`src/rtl/stream_mux_n_if.sv`:
```
// Handshake bundle between NUM_CH producer streams, the stream multiplexer and
// its single consumer.
interface stream_mux_n_if #(
  parameter int DATA_WIDTH = 32,
  parameter int NUM_CH     = 32
);
  localparam int SEL_WIDTH = $clog2(NUM_CH);

  logic                  mode;
  logic [SEL_WIDTH-1:0]  sel;
  logic [NUM_CH-1:0]     in_valid;
  logic [DATA_WIDTH-1:0] in_data [NUM_CH-1:0];
  logic [NUM_CH-1:0]     in_last;
  logic [NUM_CH-1:0]     in_ready;
  logic                  out_valid;
  logic [DATA_WIDTH-1:0] out_data;
  logic                  out_last;
  logic                  out_ready;
  logic [SEL_WIDTH-1:0]  grant;
  logic                  busy;

  // The side that feeds producers/consumer and configures arbitration.
  modport master (
    output mode, sel, in_valid, in_data, in_last, out_ready,
    input  in_ready, out_valid, out_data, out_last, grant, busy
  );

  // The multiplexer itself.
  modport slave (
    input  mode, sel, in_valid, in_data, in_last, out_ready,
    output in_ready, out_valid, out_data, out_last, grant, busy
  );
endinterface

```
`src/rtl/stream_mux_n.sv`:
```
// N-to-1 packet stream multiplexer: external-select or round-robin arbitration,
// packet-granular locking and a registered output stage.
module stream_mux_n #(
  parameter int DATA_WIDTH = 32,
  parameter int NUM_CH     = 32
) (
  input logic           clk,
  input logic           rst,
  stream_mux_n_if.slave bus
);
  localparam int SEL_WIDTH = $clog2(NUM_CH);

  typedef enum logic {
    IDLE,
    LOCKED
  } state_t;

  state_t                state;
  state_t                next_state;
  logic [SEL_WIDTH-1:0]  grant_q;
  logic [SEL_WIDTH-1:0]  rr_ptr;
  logic [SEL_WIDTH-1:0]  cand;
  logic                  cand_found;
  logic                  take;
  logic                  accept;
  logic [NUM_CH-1:0]     in_ready;
  logic                  busy;
  logic                  out_valid_q;
  logic [DATA_WIDTH-1:0] out_data_q;
  logic                  out_last_q;

  function automatic logic [SEL_WIDTH-1:0] wrap_idx(input logic [SEL_WIDTH-1:0] base,
                                                    input int k);
    int v;
    v = int'(base) + k;
    if (v >= NUM_CH) v = v - NUM_CH;
    return v[SEL_WIDTH-1:0];
  endfunction

  // Round-robin scans downward so the nearest channel after rr_ptr wins.
  always_comb begin
    cand       = '0;
    cand_found = 1'b0;
    if (!bus.mode) begin
      if (int'(bus.sel) < NUM_CH && bus.in_valid[bus.sel]) begin
        cand       = bus.sel;
        cand_found = 1'b1;
      end
    end else begin
      for (int k = NUM_CH; k >= 1; k--) begin
        if (bus.in_valid[wrap_idx(rr_ptr, k)]) begin
          cand       = wrap_idx(rr_ptr, k);
          cand_found = 1'b1;
        end
      end
    end
  end

  assign take   = !out_valid_q || bus.out_ready;
  assign accept = (state == LOCKED) && !rst && bus.in_valid[grant_q] && take;

  always_ff @(posedge clk) begin
    if (rst) begin
      state   <= IDLE;
      grant_q <= '0;
      rr_ptr  <= SEL_WIDTH'(NUM_CH - 1);
    end else begin
      state <= next_state;
      if (state == IDLE && cand_found) grant_q <= cand;
      if (accept && bus.in_last[grant_q]) rr_ptr <= grant_q;
    end
  end

  always_comb begin
    next_state = state;
    case (state)
      IDLE:    if (cand_found) next_state = LOCKED;
      LOCKED:  if (accept && bus.in_last[grant_q]) next_state = IDLE;
      default: next_state = IDLE;
    endcase
  end

  always_comb begin
    in_ready = '0;
    busy     = (state == LOCKED);
    if (!rst && state == LOCKED) in_ready[grant_q] = take;
  end

  // A drain and a new accept in the same cycle simply reload the register.
  always_ff @(posedge clk) begin
    if (rst) begin
      out_valid_q <= 1'b0;
      out_data_q  <= '0;
      out_last_q  <= 1'b0;
    end else if (accept) begin
      out_valid_q <= 1'b1;
      out_data_q  <= bus.in_data[grant_q];
      out_last_q  <= bus.in_last[grant_q];
    end else if (bus.out_ready) begin
      out_valid_q <= 1'b0;
    end
  end

  assign bus.in_ready  = in_ready;
  assign bus.out_valid = out_valid_q;
  assign bus.out_data  = out_data_q;
  assign bus.out_last  = out_last_q;
  assign bus.grant     = grant_q;
  assign bus.busy      = busy;
endmodule
```
`src/flat_wrapper.sv`:
```
// flat-port wrapper written by rule: the top's interface ports become plain ports
module stream_mux_n_flat 
#(
  parameter int DATA_WIDTH = 32,
  parameter int NUM_CH     = 32
)
  (clk, rst, bus_mode, bus_sel, bus_in_valid, bus_in_data, bus_in_last, bus_out_ready, bus_in_ready, bus_out_valid, bus_out_data, bus_out_last, bus_grant, bus_busy);
  stream_mux_n_if #(.DATA_WIDTH(DATA_WIDTH), .NUM_CH(NUM_CH)) bus_i ();
  input logic clk;
  input logic rst;
  input wire logic [$bits(bus_i.mode)-1:0] bus_mode;
  input wire logic [$bits(bus_i.sel)-1:0] bus_sel;
  input wire logic [$bits(bus_i.in_valid)-1:0] bus_in_valid;
  input wire logic [$bits(bus_i.in_data)-1:0] bus_in_data;
  input wire logic [$bits(bus_i.in_last)-1:0] bus_in_last;
  input wire logic [$bits(bus_i.out_ready)-1:0] bus_out_ready;
  output wire logic [$bits(bus_i.in_ready)-1:0] bus_in_ready;
  output wire logic [$bits(bus_i.out_valid)-1:0] bus_out_valid;
  output wire logic [$bits(bus_i.out_data)-1:0] bus_out_data;
  output wire logic [$bits(bus_i.out_last)-1:0] bus_out_last;
  output wire logic [$bits(bus_i.grant)-1:0] bus_grant;
  output wire logic [$bits(bus_i.busy)-1:0] bus_busy;
  assign bus_i.mode = bus_mode;
  assign bus_i.sel = bus_sel;
  assign bus_i.in_valid = bus_in_valid;
  assign bus_i.in_data = {>>{bus_in_data}};
  assign bus_i.in_last = bus_in_last;
  assign bus_i.out_ready = bus_out_ready;
  assign bus_in_ready = bus_i.in_ready;
  assign bus_out_valid = bus_i.out_valid;
  assign bus_out_data = bus_i.out_data;
  assign bus_out_last = bus_i.out_last;
  assign bus_grant = bus_i.grant;
  assign bus_busy = bus_i.busy;
  stream_mux_n #(.DATA_WIDTH(DATA_WIDTH), .NUM_CH(NUM_CH)) u_core (.clk(clk), .rst(rst), .bus(bus_i));
endmodule
```
`config.mk`:
```
export PLATFORM = sky130hd
export DESIGN_NAME = stream_mux_n_flat
export DESIGN_NICKNAME = d
export VERILOG_FILES = /design/src/rtl/stream_mux_n_if.sv /design/src/rtl/stream_mux_n.sv /design/src/flat_wrapper.sv
export SDC_FILE = /design/constraint.sdc
export NUM_CORES = 1
export LEC_CHECK = 0
export BUFFER_PORTS_ARGS = -buffer_cell sky130_fd_sc_hd__clkbuf_2
export CORE_AREA = 2 2 460 462
export DETAILED_ROUTE_END_ITERATION = 8
export DIE_AREA = 0 0 462 464
export SYNTH_ARGS = -nofsm -noshare
export SYNTH_HDL_FRONTEND = slang
export SYNTH_SLANG_ARGS = --single-unit
```
`constraint.sdc`:
```
create_clock -name clk -period 8.6 [get_ports clk]
set_input_delay 2.15 -clock clk [delete_from_list [all_inputs] [get_ports clk]]
set_output_delay 2.15 -clock clk [all_outputs]
set_load 0.05 [all_outputs]
```
==> results of run 1 <==
==> worst max-delay path: cells and delay by family <==
family | cells | cell delay [ns]
buf+inv | 3 | 0.82
simple gates | 3 | 1.13
==> sequential cells by signal, indices dropped and copies added, names as in the netlist <==
register and count:
u_core.bus.out_data 32, u_core.bus.grant 5, u_core.rr_ptr 5, u_core.bus.out_valid 1, u_core.bus.busy 1, u_core.bus.out_last 1
==> layout make-up <==
| type | count | area, um^2 |
|---|---|---|
| diodes | 52 | 130 |
| clock buffers | 7 | 133 |
| clock inverters | 1 | 7.51 |
| fillers | 24061 | 183000 |
| inverters | 22 | 82.6 |
| multi-input cells | 1287 | 14900 |
| flip-flops and latches | 45 | 915 |
| well taps | 2805 | 3510 |
| repair buffers | 1209 | 6210 |
==> power by group through the flow <==
stage | logic, mW | clock network (mW) | registers [mW]
finish | 3.33 | 0.271 | 0.282
global route | 3.51 | 0.296 | 0.288
CTS | 3.40 | 0.303 | 0.285
detailed placement | 3.39 | 0 | 0.290
global placement | 3.39 | 0 | 0.291
floorplan | 1.77 | 0 | 0.324
==> cells in the mapped netlist (12+ instances only) <==
| cell | count | share of area [%] |
|---|---|---|
| o21ai_0 | 60 | 1.8 |
| dfxtp_1 | 45 | 5.4 |
| a22o_1 | 68 | 3.6 |
| nand3_1 | 21 | 0.63 |
| nand2b_1 | 12 | 0.45 |
| mux2_2 | 53 | 3.6 |
| buf_1 | 30 | 0.68 |
| a221oi_1 | 68 | 3.6 |
| ha_1 | 13 | 0.98 |
| o22ai_1 | 18 | 0.68 |
| a22oi_1 | 13 | 0.59 |
| buf_2 | 17 | 0.51 |
| mux2i_1 | 115 | 6.9 |
| nor3_1 | 16 | 0.48 |
| inv_1 | 18 | 0.41 |
| xnor2_1 | 25 | 1.3 |
| nand2_1 | 86 | 1.9 |
| nor2_1 | 125 | 2.8 |
| mux4_2 | 362 | 49 |
| a21oi_1 | 35 | 1.1 |
| a311oi_1 | 34 | 1.8 |
| clkbuf_1 | 121 | 2.7 |
==> how the worst max path moves through the flow <==
stage,from,end,cells after the start
2_1_floorplan,rst,bus_in_ready[0],6
3_3_place_gp,rst,bus_in_ready[9],7
3_5_place_dp,rst,bus_in_ready[27],6
4_1_cts,rst,bus_in_ready[27],6
5_1_grt,rst,bus_in_ready[17],7
6_report,rst,bus_in_ready[27],6
==> routing by layer <==
metal / GRT usage, % / vias to the layer above
li1: - / 8732
met1: 21.2 / 11215
met2: 34.5 / 1430
met3: 4.56 / 313
met4: 8.23 / 50
met5: 0 / -
==> stage by stage <==
stage          cells  util [%]  setup slack (ns)  area (um^2)
4_1_cts         5376      12.3              2.36        25800
6_report        5428      12.4              2.33        25900
2_1_floorplan   1539         -              2.73        16700
3_3_place_gp    5368      12.3              2.25        25700
3_5_place_dp    5368      12.3              2.37        25700
5_1_grt         5409      12.4              2.27        25900
==> kinds of logic (layout without fill, tap and decap cells) <==
kind of cell | after synthesis | in the layout | share of synthesized area (%)
compound gates | 380 | 380 | 17.4
mux | 536 | 536 | 59.9
buf+inv | 207 | 1239 | 5.32
simple gates | 325 | 325 | 9.13
flops | 45 | 45 | 5.41
other cells | 0 | 52 | 0
fa+ha+maj | 13 | 13 | 0.976
xor+xnor | 33 | 33 | 1.94
==> reports/metrics.yaml, run 1 <==
floorplan:
  die_w_um: 462
  die_area_mm2: 0.214
  rows: 168
  core_mm2: 0.209
  die_h_um: 464
  io_pins: 1169
  initial_core_util_pct: 7.97
logic_synthesis:
  synth.avg_cell_area_um2: 10.8
  syn_area_mm2: 0.0167
  yosysUniqueCellTypes: 84
  yosys_warnings: 0
  synthArstFlopShare_pct: 0
  syn-num-nets: 2649
  ys_ff_latch: 45
  ys_seq_area_share_pct: 5.41
  netlist_instances: 1539
  synth_edf_count: 0
  ys.flop_type: "dfxtp_1"
global_route:
  grt_pass1_vias: 21592
  overflow: 0
  grt_start_max_net_pins: 105
  grt_use_total_pct: 19.1
  grt_antenna_before_repair: 157
  grt_pass1_wl_mm: 259
pwr:
  leakage_nw: 10.1
  p_sw_share_pct: 58.5
  p_seq_share_pct: 7.3
  power_density_mw_per_mm2: 150
  ir_worst_vdd_uv: 94.9
  power_mw: 3.88
  clkPwrFrac_pct: 7.0
  p_sw_mw: 2.27
  combPwrFrac_pct: 85.7
  p_int_mw: 1.61
detailed_routing:
  initialDrtViolationCount: 2290
  first_pass_iters: 5
  routed.top_layer: "met5"
  wl_per_cell_um: 39.1
  viasPerCell: 4.01
  vias: 21740
  drc: 0
  dr_wl_met2_mm: 109
  antenna_left: 0
  wl_met3_mm: 15.6
  wl_met1_mm: 77.2
  wl_mm: 212
final_layout:
  final_cell_mix: "clkbuf_2 (1,167), mux4_2 (362), nor2_1 (124)"
  area_growth_pct: 55.7
  nNetsFinal: 3680
  drive_gt1_share_pct: 64.8
  layout_commonest_cell: "clkbuf_2"
setup_path:
  worstPathArrival_ns: 4.12
  r2r-end: "u_core.bus.grant[3]$_SDFFE_PP0P_"
  rr_worst_depth: 12
  worstPathCellList: "buf_4 -> inv_1 -> and3_1 -> nand3_1 -> nor2_1 -> clkbuf_2"
  reg2reg_slack_ns: 2.69
  slowest_delay_ns: 0.39
  path_class: "input port to output port"
  slowest_stage: "nand3_1"
  start_kind: "input port"
  worstPathMaxFanout: 11
  end_kind: "output port"
  required_ns: 6.45
  r2r-start: "u_core.rr_ptr[0]$_SDFFE_PP1P_"
placed_design:
  gp_congestion: 1.03
  port_buffers: 1168
  hpwl_mm: 189
sta:
  final.min_clock_period_ns: 6.27
  worstMarginPinSlew_ns: 1.27
  hold_viol_final: 0
  drv_slew: 0
  max-slew-margin-rel_pct: 15.3
  setup_violations: 0
  max_freq_mhz: 159
  fin_skew_ns: 0.0268
  holdWs_ns: 0.477
  rsz0062_at_grt: "false"
  finalCritPeriodShare_pct: 72.9
  finalSetupTns_ns: 0
run:
  max-cap-violations: 0
cts:
  clk_pin_slew_ns: 0.09
  cts-hold-fix-buffers: 0
  cts_tree: "built"
  cts_buffers: 5
  insertion_delay_ns: 0.40
  root_buffer: "clkbuf_16"
  cts_resized: 0
  cts.sinks: 45
  cts_setup_buffers: 0
  htreeDepth: 2
  clockBufferDepth: 2
worst_hold_path:
  hold_class: "flop to flop"
  holdCritStartpoint: "u_core.bus.out_last$_SDFFE_PP0P_"
  holdPathEnd: "u_core.bus.out_last$_SDFFE_PP0P_"
  holdPathStages: 2
status:
  status: "finished, final reports clean"
Power figures use the tool's default switching activity.
==> inputs of run 2 (changes only) <==
--- a/config.mk
+++ b/config.mk
@@ -5,10 +5,11 @@
 export SDC_FILE = /design/constraint.sdc
 export NUM_CORES = 1
 export LEC_CHECK = 0
+export ABC_AREA = 1
 export BUFFER_PORTS_ARGS = -buffer_cell sky130_fd_sc_hd__clkbuf_2
-export CORE_AREA = 2 2 460 462
+export CORE_AREA = 2 2 461 463
 export DETAILED_ROUTE_END_ITERATION = 8
-export DIE_AREA = 0 0 462 464
+export DIE_AREA = 0 0 463 465
 export SYNTH_ARGS = -nofsm -noshare
 export SYNTH_HDL_FRONTEND = slang
 export SYNTH_SLANG_ARGS = --single-unit
==> constraint.sdc (replaced) <==
create_clock -name clk -period 5.2 [get_ports clk]
set_input_delay 1.3 -clock clk [delete_from_list [all_inputs] [get_ports clk]]
set_output_delay 1.3 -clock clk [all_outputs]
set_load 0.05 [all_outputs]
==> run 2 against run 1 <==
Effect of this change: area after synthesis fell by 16%; non-clock buffer count rose by 97; worst hold slack improved by 0.011 ns; critical endpoint is now u_core.bus.grant[3]$_SDFFE_PP0P_; clock power rose by 73%; cell area fell by 7.6%; first-iteration DRC count rose by 49%; register-to-register slack got worse by 2.0 ns; wire length fell by 11%; clock skew fell by 0.014 ns; worst setup slack got worse by 1.7 ns; utilization fell by 1.0 points; die area rose by 0.43%.
==> reports/metrics.yaml, run 2 <==
final_layout:
  nNetsFinal: 4678
  largest_reg_flops: 32
  nFillCells: 25116
  drive_gt1_share_pct: 39.4
  area_growth_pct: 72.1
  seqCellArea_um2: 908
  final_cell_mix: "clkbuf_2 (1,168), nand3_1 (723), nand2_1 (337)"
  fin_util_pct: 11.4
  layout_commonest_cell: "clkbuf_2"
  multi_input_area_mm2: 0.0117
detailed_routing:
  wl_per_cell_um: 29.4
  antenna_left: 0
  wl_mm: 190
  vias: 26485
  first_pass_iters: 6
  drc: 0
  viasPerCell: 4.11
  initialDrtViolationCount: 3416
logic_synthesis:
  yosys.area.top_type_share_pct: 26.0
  yosysUniqueCellTypes: 50
  synth_compound_area_share_pct: 38.5
  synthAdderAreaFrac_pct: 1.17
  synth_xor_area_share_pct: 1.42
  ys.flop_type: "dfxtp_1"
  synth.avg_cell_area_um2: 5.55
  synth_edf_count: 0
  synth_area_leaders: "nand3_1 (26%), a22oi_1 (15%), a31oi_1 (14%)"
  syn_area_mm2: 0.0139
  muxShareOfSynthArea_pct: 0
  yosysTopAreaCell: "nand3_1"
  ys_seq_area_share_pct: 6.47
  syn-num-nets: 3620
  synth.most_common_cell: "nand3_1"
  synthSimpleGateAreaFrac_pct: 42.0
  ys_ff_latch: 45
  synth_top_family_by_area: "simple AND/OR/NAND/NOR gates"
  synthTopCellsByCount: "nand3_1 (723), nand2_1 (337), a31oi_1 (302)"
  yosys_warnings: 0
  synthArstFlopShare_pct: 0
  netlist_instances: 2510
global_route:
  grt_antenna_before_repair: 152
  grt_pass1_wl_mm: 238
  grt_util_met2_pct: 28.6
  overflow: 0
  busiest_layer: "met2"
  grt_use_total_pct: 16.7
  use_met3_pct: 5.68
  grt.met1_usage_pct: 18.4
  grt_pass1_vias: 24212
  grt_start_max_net_pins: 149
sta:
  max-slew-margin-rel_pct: 18.3
  finalSetupTns_ns: 0
  rsz0062_at_grt: "false"
  finalCritPeriodShare_pct: 87.6
  worstMarginPinSlew_ns: 1.22
  setup_violations: 0
  drv_slew: 0
  fin_skew_ns: 0.0130
  hold_viol_final: 0
  max_freq_mhz: 220
  final.min_clock_period_ns: 4.55
setup_path:
  worstPathMaxFanout: 17
  required_ns: 5.50
  slowest_stage: "dfxtp_1"
  cp_common_cell: "nand2_1"
  rr_worst_depth: 40
  worstPathArrival_ns: 4.85
  end_kind: "flop"
  path_class: "flop to flop"
  slowest_delay_ns: 0.50
  start_kind: "flop"
cts:
  cts_tree: "built"
  cts_setup_buffers: 0
  insertion_delay_ns: 0.35
  clockBufferDepth: 2
  cts-hold-fix-buffers: 0
  cts_resized: 0
  htreeDepth: 2
  clk_pin_slew_ns: 0.10
  cts_buffers: 5
  root_buffer: "clkbuf_16"
  cts.sinks: 45
run:
  max-cap-violations: 0
placed_design:
  gp_congestion: 1.06
  port_buffers: 1168
  hpwl_mm: 167
floorplan:
  die_area_mm2: 0.215
  initial_core_util_pct: 6.61
  die_h_um: 465
  core_mm2: 0.211
  rows: 169
  die_w_um: 463
  io_pins: 1169
pwr:
  leakage_nw: 9.99
  power_density_mw_per_mm2: 293
  ir_worst_vdd_uv: 144
worst_hold_path:
  hold_class: "flop to flop"
  holdPathStages: 2
status:
  status: "finished, final reports clean"
==> run 2: where the power goes <==
part | switching (mW) | total, mW | internal (mW)
Sequential | 0.0726 | 0.466 | 0.393
Combinational | 4.26 | 6.08 | 1.82
Clock | 0.240 | 0.470 | 0.230
Total | 4.58 | 7.01 | 2.44
==> run 2: final timing paths <==
check                                   start                          endpoint  slack [ns]
max reg2reg     u_core.rr_ptr[1]$_SDFFE_PP1P_  u_core.bus.grant[3]$_SDFFE_PP0P_        0.65
min reg2reg  u_core.bus.out_last$_SDFFE_PP0P_  u_core.bus.out_last$_SDFFE_PP0P_        0.49
min          u_core.bus.out_last$_SDFFE_PP0P_  u_core.bus.out_last$_SDFFE_PP0P_        0.49
max             u_core.rr_ptr[1]$_SDFFE_PP1P_  u_core.bus.grant[3]$_SDFFE_PP0P_        0.65
==> run 2: worst max-delay path, delay by kind of cell (launching register included) <==
| kind | cells | cell delay, ns |
|---|---|---|
| AND/OR/NAND/NOR | 33 | 2.16 |
| adder cells (fa/ha/maj) | 1 | 0.33 |
| buffers and inverters | 2 | 0.59 |
| flip-flops | 1 | 0.50 |
| AO/OA/AOI/OAI | 4 | 0.89 |
==> run 2: kinds of logic (layout without fill, tap and decap cells) <==
group | count (synthesis) | after routing
simple gates | 1236 | 1236
compound gates | 833 | 833
buf+inv | 366 | 1425
flops | 45 | 45
xor+xnor | 17 | 17
fa+ha+maj | 13 | 13
other cells | 0 | 60
==> run 2: metal layers <==
metal | routed length [um] | part of all wire, %
met5 | 487 | 0.26
met4 | 10700 | 5.7
met3 | 20300 | 11
met2 | 91100 | 48
met1 | 67000 | 35
==> run 2: cell type report <==
class / instances / share of cell area [%]
Tap cell: 2821 / 14.7
Multi-Input combinational cell: 2099 / 49.0
Inverter: 111 / 1.83
Timing Repair Buffer: 1306 / 29.3
Antenna cell: 60 / 0.627
Clock buffer: 6 / 0.538
Sequential cell: 45 / 3.79
Clock inverter: 2 / 0.146
==> run 2: metrics by stage <==
stage	setup slack (ns)	power [mW]	cells	hold WS, ns	area [um^2]
final	0.647	7.01	6450	0.488	24000
after detailed placement	0.668	6.54	6382	0.467	23700
after CTS	0.783	7.07	6390	0.484	23800
after global routing	0.189	7.54	6424	0.504	23900
after global placement	0.587	6.58	6382	0.460	23700
after floorplan	0.661	3.60	2510	0.685	13900
